<file path="src/rtl/hazard_ctrl.sv">
// Decode-side hazard controller: load-use, multiplier RAW, write-port conflict,
// memory freeze and post-jump squash, with a multiplier in-flight scoreboard.
module hazard_ctrl #(
  parameter int MULT_LAT = 5,
  parameter int ALU_LAT  = 3,
  parameter int CNT_W    = 16
) (
  input  logic             clk,
  input  logic             reset,
  input  logic             id_valid,
  input  logic [4:0]       id_src_reg1,
  input  logic [4:0]       id_src_reg2,
  input  logic             id_uses_reg2,
  input  logic [4:0]       id_dest_reg,
  input  logic             id_regwrite,
  input  logic             id_is_mult,
  input  logic             id_is_jump,
  input  logic             ex_memread,
  input  logic [4:0]       ex_dest_reg,
  input  logic             mem_busy,
  output logic             pc_we,
  output logic             fd_we,
  output logic             fd_flush,
  output logic             de_we,
  output logic             stall,
  output logic             mul_issue,
  output logic [1:0]       state,
  output logic [CNT_W-1:0] stall_cnt
);

  localparam int WB_SLOT = MULT_LAT - ALU_LAT - 1;

  typedef enum logic [1:0] {RUN = 2'd0, HOLD = 2'd1, FREEZE = 2'd2} state_t;

  state_t              state_q, state_d;
  logic [MULT_LAT-1:0] sb_vld;
  logic [4:0]          sb_dst [MULT_LAT];
  logic                loaduse, mulraw, wbconf, hazard;

  function automatic logic reads(input logic [4:0] r, input logic [4:0] s1,
                                 input logic [4:0] s2, input logic use2);
    return (r != 5'd0) && ((r == s1) || (use2 && (r == s2)));
  endfunction

  // No write-through in the register file, so the writeback slot still blocks.
  always_comb begin
    mulraw = 1'b0;
    for (int i = 0; i < MULT_LAT; i++) begin
      if (sb_vld[i] && reads(sb_dst[i], id_src_reg1, id_src_reg2, id_uses_reg2)) begin
        mulraw = 1'b1;
      end
    end
  end

  assign loaduse = ex_memread && reads(ex_dest_reg, id_src_reg1, id_src_reg2, id_uses_reg2);
  assign wbconf  = id_regwrite && !id_is_mult && sb_vld[WB_SLOT];
  assign hazard  = id_valid && (loaduse || mulraw || wbconf);

  always_ff @(posedge clk or negedge reset) begin
    if (!reset) begin
      state_q <= RUN;
    end else begin
      state_q <= state_d;
    end
  end

  always_comb begin
    state_d = RUN;
    if (mem_busy) begin
      state_d = FREEZE;
    end else if (hazard) begin
      state_d = HOLD;
    end
  end

  always_comb begin
    pc_we     = 1'b0;
    fd_we     = 1'b0;
    de_we     = 1'b0;
    stall     = 1'b0;
    fd_flush  = 1'b0;
    mul_issue = 1'b0;
    if (!reset) begin
      stall = 1'b1;
    end else if (mem_busy) begin
      stall = 1'b0;
    end else if (hazard) begin
      de_we = 1'b1;
      stall = 1'b1;
    end else begin
      pc_we     = 1'b1;
      fd_we     = 1'b1;
      de_we     = 1'b1;
      fd_flush  = id_valid && id_is_jump;
      mul_issue = id_valid && id_is_mult && id_regwrite;
    end
  end

  assign state = state_q;

  // A freeze holds the scoreboard; a bubble shifts in an empty slot 0.
  always_ff @(posedge clk or negedge reset) begin
    if (!reset) begin
      sb_vld    <= '0;
      stall_cnt <= '0;
      for (int i = 0; i < MULT_LAT; i++) begin
        sb_dst[i] <= 5'd0;
      end
    end else begin
      if (!pc_we && (stall_cnt != {CNT_W{1'b1}})) begin
        stall_cnt <= stall_cnt + CNT_W'(1);
      end
      if (!mem_busy) begin
        sb_vld    <= {sb_vld[MULT_LAT-2:0], mul_issue};
        sb_dst[0] <= id_dest_reg;
        for (int i = 1; i < MULT_LAT; i++) begin
          sb_dst[i] <= sb_dst[i-1];
        end
      end
    end
  end

endmodule

</file>
<file path="config.mk">
export PLATFORM = sky130hd
export DESIGN_NAME = hazard_ctrl
export DESIGN_NICKNAME = d
export VERILOG_FILES = /design/src/rtl/hazard_ctrl.sv
export SDC_FILE = /design/constraint.sdc
export NUM_CORES = 1
export LEC_CHECK = 0
export ABC_AREA = 1
export CORE_MARGIN = 2
export CORE_UTILIZATION = 40
export DETAILED_ROUTE_END_ITERATION = 12
export GPL_ROUTABILITY_DRIVEN = 0
export GPL_TIMING_DRIVEN = 0
export PLACE_DENSITY = 0.63
export REMOVE_ABC_BUFFERS = 1
export SKIP_LAST_GASP = 1
export SYNTH_ARGS = -nofsm -noshare
export SYNTH_HDL_FRONTEND = slang
export SYNTH_SLANG_ARGS = --single-unit
</file>
<file path="constraint.sdc">
create_clock -name clk -period 1.7 [get_ports clk]
set_input_delay 0.34 -clock clk [delete_from_list [all_inputs] [get_ports clk]]
set_output_delay 0.34 -clock clk [all_outputs]
set_load 0.05 [all_outputs]
</file>
==> qor.yml <==
outcome: "finished with violations"
violations: "negative setup slack"
antenna_cells: 0
rows: 33
layout_worst_path_cycle_share: 1.378
max_cap_violations: 0
io_buffer_count: 52
power_density_mw_per_mm2: 835.9
vias: 3434
fin_ws_ps: -643.2
nFillCells: 812
hpwlAfterDp_um: 6410
netlist_instances: 509
yosys-top-cells-area: "dfrtp_1 36%, nand2_1 21%, o21ai_0 5.7%, nand3_1 5.4%, inv_1 5.4%"
crit_type: "reg -> out"
leakagePower_uw: 0.002342
clk_pin_slew_ps: 90
grt_pass1_wl_um: 15010
antenna_found_initial: 0
root_buffer: "clkbuf_8"
synth.top_cell.area_share: 0.3569
antenna_left: 0
drive_gt1_frac: 0.2296
stdcell_count: 693
regToRegStartpoint: "sb_dst[13]$_DFFE_PN0N_"
setup_viol: 22
dp.cells: 651
clkLatencyLatePin_ps: 310
drt_pre_antenna_iters: 4
crit_start: "sb_dst[13]$_DFFE_PN0N_"
crit_slowest_cell: "dfrtp_1"
start_util: 0.4117
die_area_sq_mm: 0.009164
hold_ws_ps: 84.24
wl_per_cell_um: 13.65
tightest_slew_ps: 830.7
rsz0062_at_grt: "yes"
startpoint_type: "register"
path_max_fanout: 5
mostFrequentLayoutCell: "nand2_1"
skew_ps: 11.15
fmax_ghz: 0.4268
critPathRequiredTime_ps: 1360
hold_viol: 0
mostFrequentLayoutCells: "183 x nand2_1, 47 x dfrtp_1, 42 x nor2_1"
drt_iter0_drc: 164
relSlewSlack: 0.4444
crit_chain: "inv_2 > nand4_1 > o21ai_1 > inv_1 > nand2_1 > nand2_1 > nor2_2 > nand3_2 > nand2_4 > nand4_1 > nor2_1 > buf_6"
wl_um: 9458
die_w_um: 95.73
route.detailed.drc: 0
overflow: 0
cts_tree: "yes"
synth_area_sq_mm: 0.003366
grt_max_degree: 51
ys_types: 28
ios: 53
slowest_delay_ps: 420
yosys_register_bits: 48
critPathArrivalTime_ps: 2000
fin_nets: 617
core_area_sq_mm: 0.008175
via_per_inst: 4.955
synth_top_cell_by_area: "dfrtp_1"
synth_warnings: 0
endpoint_kind: "output pin"
fin_crit_ps: 2343
grtUsageTotal: 0.2124
die_y_um: 95.73
grt_pass1_vias: 3191
cts_buffers: 5
ys_seq_area_frac: 0.3569
drv_slew: 0
cts_sinks: 48
area_growth_syn_to_layout_pct: 32.53
vdd_drop_max_mv: 0.7124
cts_max_level: 2
hp-class: "in -> async"
ctsLongestPathBuffers: 2
avgSynthCellArea_sq_um: 6.612
==> Yosys cell counts, drive strengths merged <==
cell / count
a21oi: 1
buf: 10
clkbuf: 6
dfrtp: 48
ha: 1
inv: 57
nand2: 214
nand3: 39
nand4: 6
nor2: 49
nor3: 7
nor4: 2
o21ai: 44
o22ai: 1
xnor2: 11
xor2: 13
==> flip-flops by register name, summed over array words and instances, names as in the netlist <==
register and count:
state 2, sb_dst 25, stall_cnt 16, sb_vld 5
==> stage by stage <==
step | total power [uW] | cell area [sq um] | worst slack [ps] | util | TNS (ps)
2_1_floorplan | 2296 | 3257 | -771.9 | - | -10470
3_3_place_gp | 2722 | 3909 | -2812 | 0.4781 | -130330
3_5_place_dp | 2747 | 3919 | -1601 | 0.4793 | -24170
4_1_cts | 3658 | 4335 | -663.6 | 0.5303 | -5496
5_1_grt | 3951 | 4461 | -817.3 | 0.5456 | -9759
6_report | 3729 | 4461 | -643.2 | 0.5456 | -6548
==> kinds of logic after synthesis <==
logic type | share of synthesized area
xor+xnor | 0.06245
flops | 0.3569
simple gates | 0.4112
buf+inv | 0.09591
compound gates | 0.06989
fa+ha+maj | 0.003717
==> worst paths after layout <==
| path | cells past startpoint | end | slack (ps) |
|---|---|---|---|
| setup / recovery | 12 | fd_flush | -640 |
| hold / removal | 2 | stall_cnt[3]$_DFFE_PN0P_ | 80 |
| setup reg to reg | 16 | stall_cnt[11]$_DFFE_PN0P_ | -390 |
| hold reg to reg | 2 | sb_vld[4]$_DFFE_PN0N_ | 490 |
| max in group asynchronous | 3 | sb_dst[18]$_DFFE_PN0N_ | 320 |
| min in group clk | 1 | state[1]$_DFF_PN0_ | 400 |
==> report_power, final <==
group / leakage (uW) / switching [uW] / internal [uW]
sequential: 0.000622 / 179 / 1290
combinational: 0.00167 / 897 / 534
clock: 0.0000541 / 394 / 436
total: 0.00234 / 1470 / 2260
==> per-layer routing <==
metal	global-route usage	vias up	routed length [um]
met4	0.06667	0	225
li1	-	1740	-
met2	0.3875	82	4882
met3	0.02897	18	390
met1	0.2578	1594	3960
met5	0	-	0
==> layout make-up <==
class                   count  area [sq um]  area share
clock inverters             3         42.54    0.009537
clock buffers               5         68.82     0.01543
flip-flops and latches     48          1202      0.2696
well taps                 105         131.4     0.02945
multi-input cells         390          1988      0.4457
inverters                  57         219.0     0.04909
repair buffers             85         808.3      0.1812
==> timing repair <==
action / 4_1_cts / 5_1_grt
hold endpoints to repair: 14 / 0
setup buffers: 16 / 13
gates cloned: 4 / 0
hold buffers: 2 / 0
resized for setup: 128 / 44
setup endpoints to repair: 42 / 29
pin swaps: 8 / 14
==> critical path: cells and delay by family (launching register included) <==
kind                   cells  cell delay, ps
AO/OA/AOI/OAI              1             140
buffers and inverters      3             310
flip-flops                 1             420
AND/OR/NAND/NOR            8             840
(Power assumes the default switching activity.)
==> RTL change (same settings) <==
Make the reset (`reset`) synchronous in 2 clocked blocks.
--- a/src/rtl/hazard_ctrl.sv
+++ b/src/rtl/hazard_ctrl.sv
@@ -57,5 +57,5 @@
   assign hazard  = id_valid && (loaduse || mulraw || wbconf);
 
-  always_ff @(posedge clk or negedge reset) begin
+  always_ff @(posedge clk) begin
     if (!reset) begin
       state_q <= RUN;
@@ -100,5 +100,5 @@
 
   // A freeze holds the scoreboard; a bubble shifts in an empty slot 0.
-  always_ff @(posedge clk or negedge reset) begin
+  always_ff @(posedge clk) begin
     if (!reset) begin
       sb_vld    <= '0;
Function: differs if reset is asserted again (counterexample within 4 cycles, from zero or initial values and one cycle with reset low); with reset held inactive, the same outputs for 4 cycles.
==> RTL change against the original RTL <==
The flow still finishes with violations (negative setup slack); worst setup slack got worse by 0.029 ns; design area fell by 0.22%; area after synthesis fell by 2.2%; core utilization rose by 0.43 points; hold slack improved by 0.23 ns; critical path depth rose by 1; non-clock buffer count fell by 7; sequential cell count did not move; largest cell class unchanged; routed wire length rose by 1.2%; critical path type unchanged; register-to-register slack improved by 0.07 ns.
Power is not compared: it rests on default switching activity, and its combinational part moved more than twofold at a synthesized area within 25%.
==> RTL change: results (changes against the original RTL) <==
[outcome]
violations = negative setup slack
status = finished with violations

[synth]
yosysWarnings = 0  ; unchanged
synth_top_cells_by_area = edfxtp_1, nand2_1, dfxtp_1, nor2_1, inv_1
synth_edf_count = 25  ; +25
yosysSeqAreaShare_pct = 36.8  ; +1.1 points
yosys-top-cells-count = nand2_1, nor2_1, inv_1, nand3_1, edfxtp_1
yosys_most_used_dff = edfxtp_1
ys_types = 30  ; +7.1%
synthArstFlopShare_pct = 0  ; -100 points

[clocking]
cts_buffer_depth = 2  ; unchanged
clkLatencyLatePin_ns = 0.31  ; about the same
h-tree-depth = 2  ; unchanged
path_clk_slew_ns = 0.09  ; about the same

[worst_setup_path]
worstSetupStartpoint = sb_dst[0][13]$_SDFFCE_PN0P_
r2r_slack_ns = -0.32  ; +0.07 ns
arrival_ns = 2.03  ; +0.03 ns
path_max_fanout = 4  ; -1
ff2ff_path_depth = 15  ; -1
max_stage_delay_ns = 0.46  ; +0.04 ns
cp_slowest_cell = edfxtp_1
crit_path_end = fd_flush
regToRegEndpoint = stall_cnt[10]$_SDFFE_PN0P_

[finish]
drive_above_1_share_pct = 25.3  ; +2.4 points
nNetsFinal = 594  ; -3.7%
fill_cells = 783  ; -3.6%
top_regs = sb_dst x25, stall_cnt x16, sb_vld x5

[timing]
max_slew.worst_pin.slew_ns = 1.24  ; +0.405 ns
finalSetupViolations = 22  ; unchanged
finalClockSkew_ns = 0.0136  ; +0.00242 ns
setup_ws_ns = -0.673  ; -0.0294 ns
totalNegativeSetupSlack_ns = -8.13  ; -1.58 ns

[placement]
post-place-ws_ns = -1.78  ; -0.179 ns
io_buffers = 52  ; unchanged
dpl.hpwl_mm = 6.25  ; -2.4%

[hold_path]
min_from = reset
min_path_type = in -> reg
whs_path_depth = 3

[grt]
grt_util_all_layers_pct = 22.6  ; +1.3 points
antenna_found_initial = 0  ; unchanged
grt_start_max_net_pins = 31  ; -39%
grt_pass1_wl_mm = 15.8  ; +5.4%

[detailed_routing]
vias = 3337  ; -2.8%
wirelength_mm = 9.57  ; +1.2%
drt_iter0_drc = 183  ; +12%
firstDrtPassIters = 4  ; unchanged

[pwr]
vdd_drop_max_v = 0.000581

RTL change: changes by cell type after synthesis, moves of 4 or more:
cell	change
dfrtp_1	-48
nand2_1	-35
nor2_1	+29
o21ai_0	-26
edfxtp_1	+25
dfxtp_1	+23
a21oi_2	+9
nand2_2	-8
a21oi_1	+7
inv_2	+4
RTL change: metal layers:
layer	GRT usage, %	wire [um]	vias up
li1	-	-	1677
met3	3.43	547	14
met1	31.3	4510	1537
met5	0	0	-
met4	7.49	165	0
met2	35.9	4340	109
RTL change: per-stage QoR:
step	std cells	util, %	area (um2)	hold slack, ns
final	670	55.0	4450	0.315
after floorplan	475	-	3190	0.422
after detailed placement	632	47.4	3840	0.462
after global placement	632	47.4	3840	0.462
after CTS	663	52.6	4260	0.466
after global routing	670	55.0	4450	0.334
RTL change: report_power, final:
group | switching [mW] | internal [mW] | leakage (nW)
sequential | 0.0505 | 1.27 | 0.463
clock | 0.419 | 0.592 | 0.0687
combinational | 0.372 | 0.240 | 1.55
RTL change: cell type report:
| cell class | count | area share [%] |
|---|---|---|
| inverter | 63 | 5.54 |
| tap | 105 | 2.95 |
| clock buffer | 5 | 1.55 |
| sequential | 48 | 27.3 |
| multi-input combinational | 367 | 43.8 |
| timing repair buffer | 78 | 17.2 |
| timing repair inverter | 1 | 0.169 |
| clock inverter | 3 | 1.55 |
RTL change: logic make-up after synthesis:
kind of cell,count (synthesis),share of synthesized area (%)
AO/OA/AOI/OAI,40,7.37
XOR/XNOR,24,6.39
adder cells (fa/ha/maj),1,0.380
buffers and inverters,77,10.3
flip-flops,48,36.8
AND/OR/NAND/NOR,299,38.7
RTL change: timing repair:
item / 4_1_cts / 5_1_grt
pin swaps: 8 / 20
buffers inserted: 18 / 8
endpoints found under the setup margin: 97 / 63
gates cloned: 5 / 0
gates resized for setup: 117 / 64
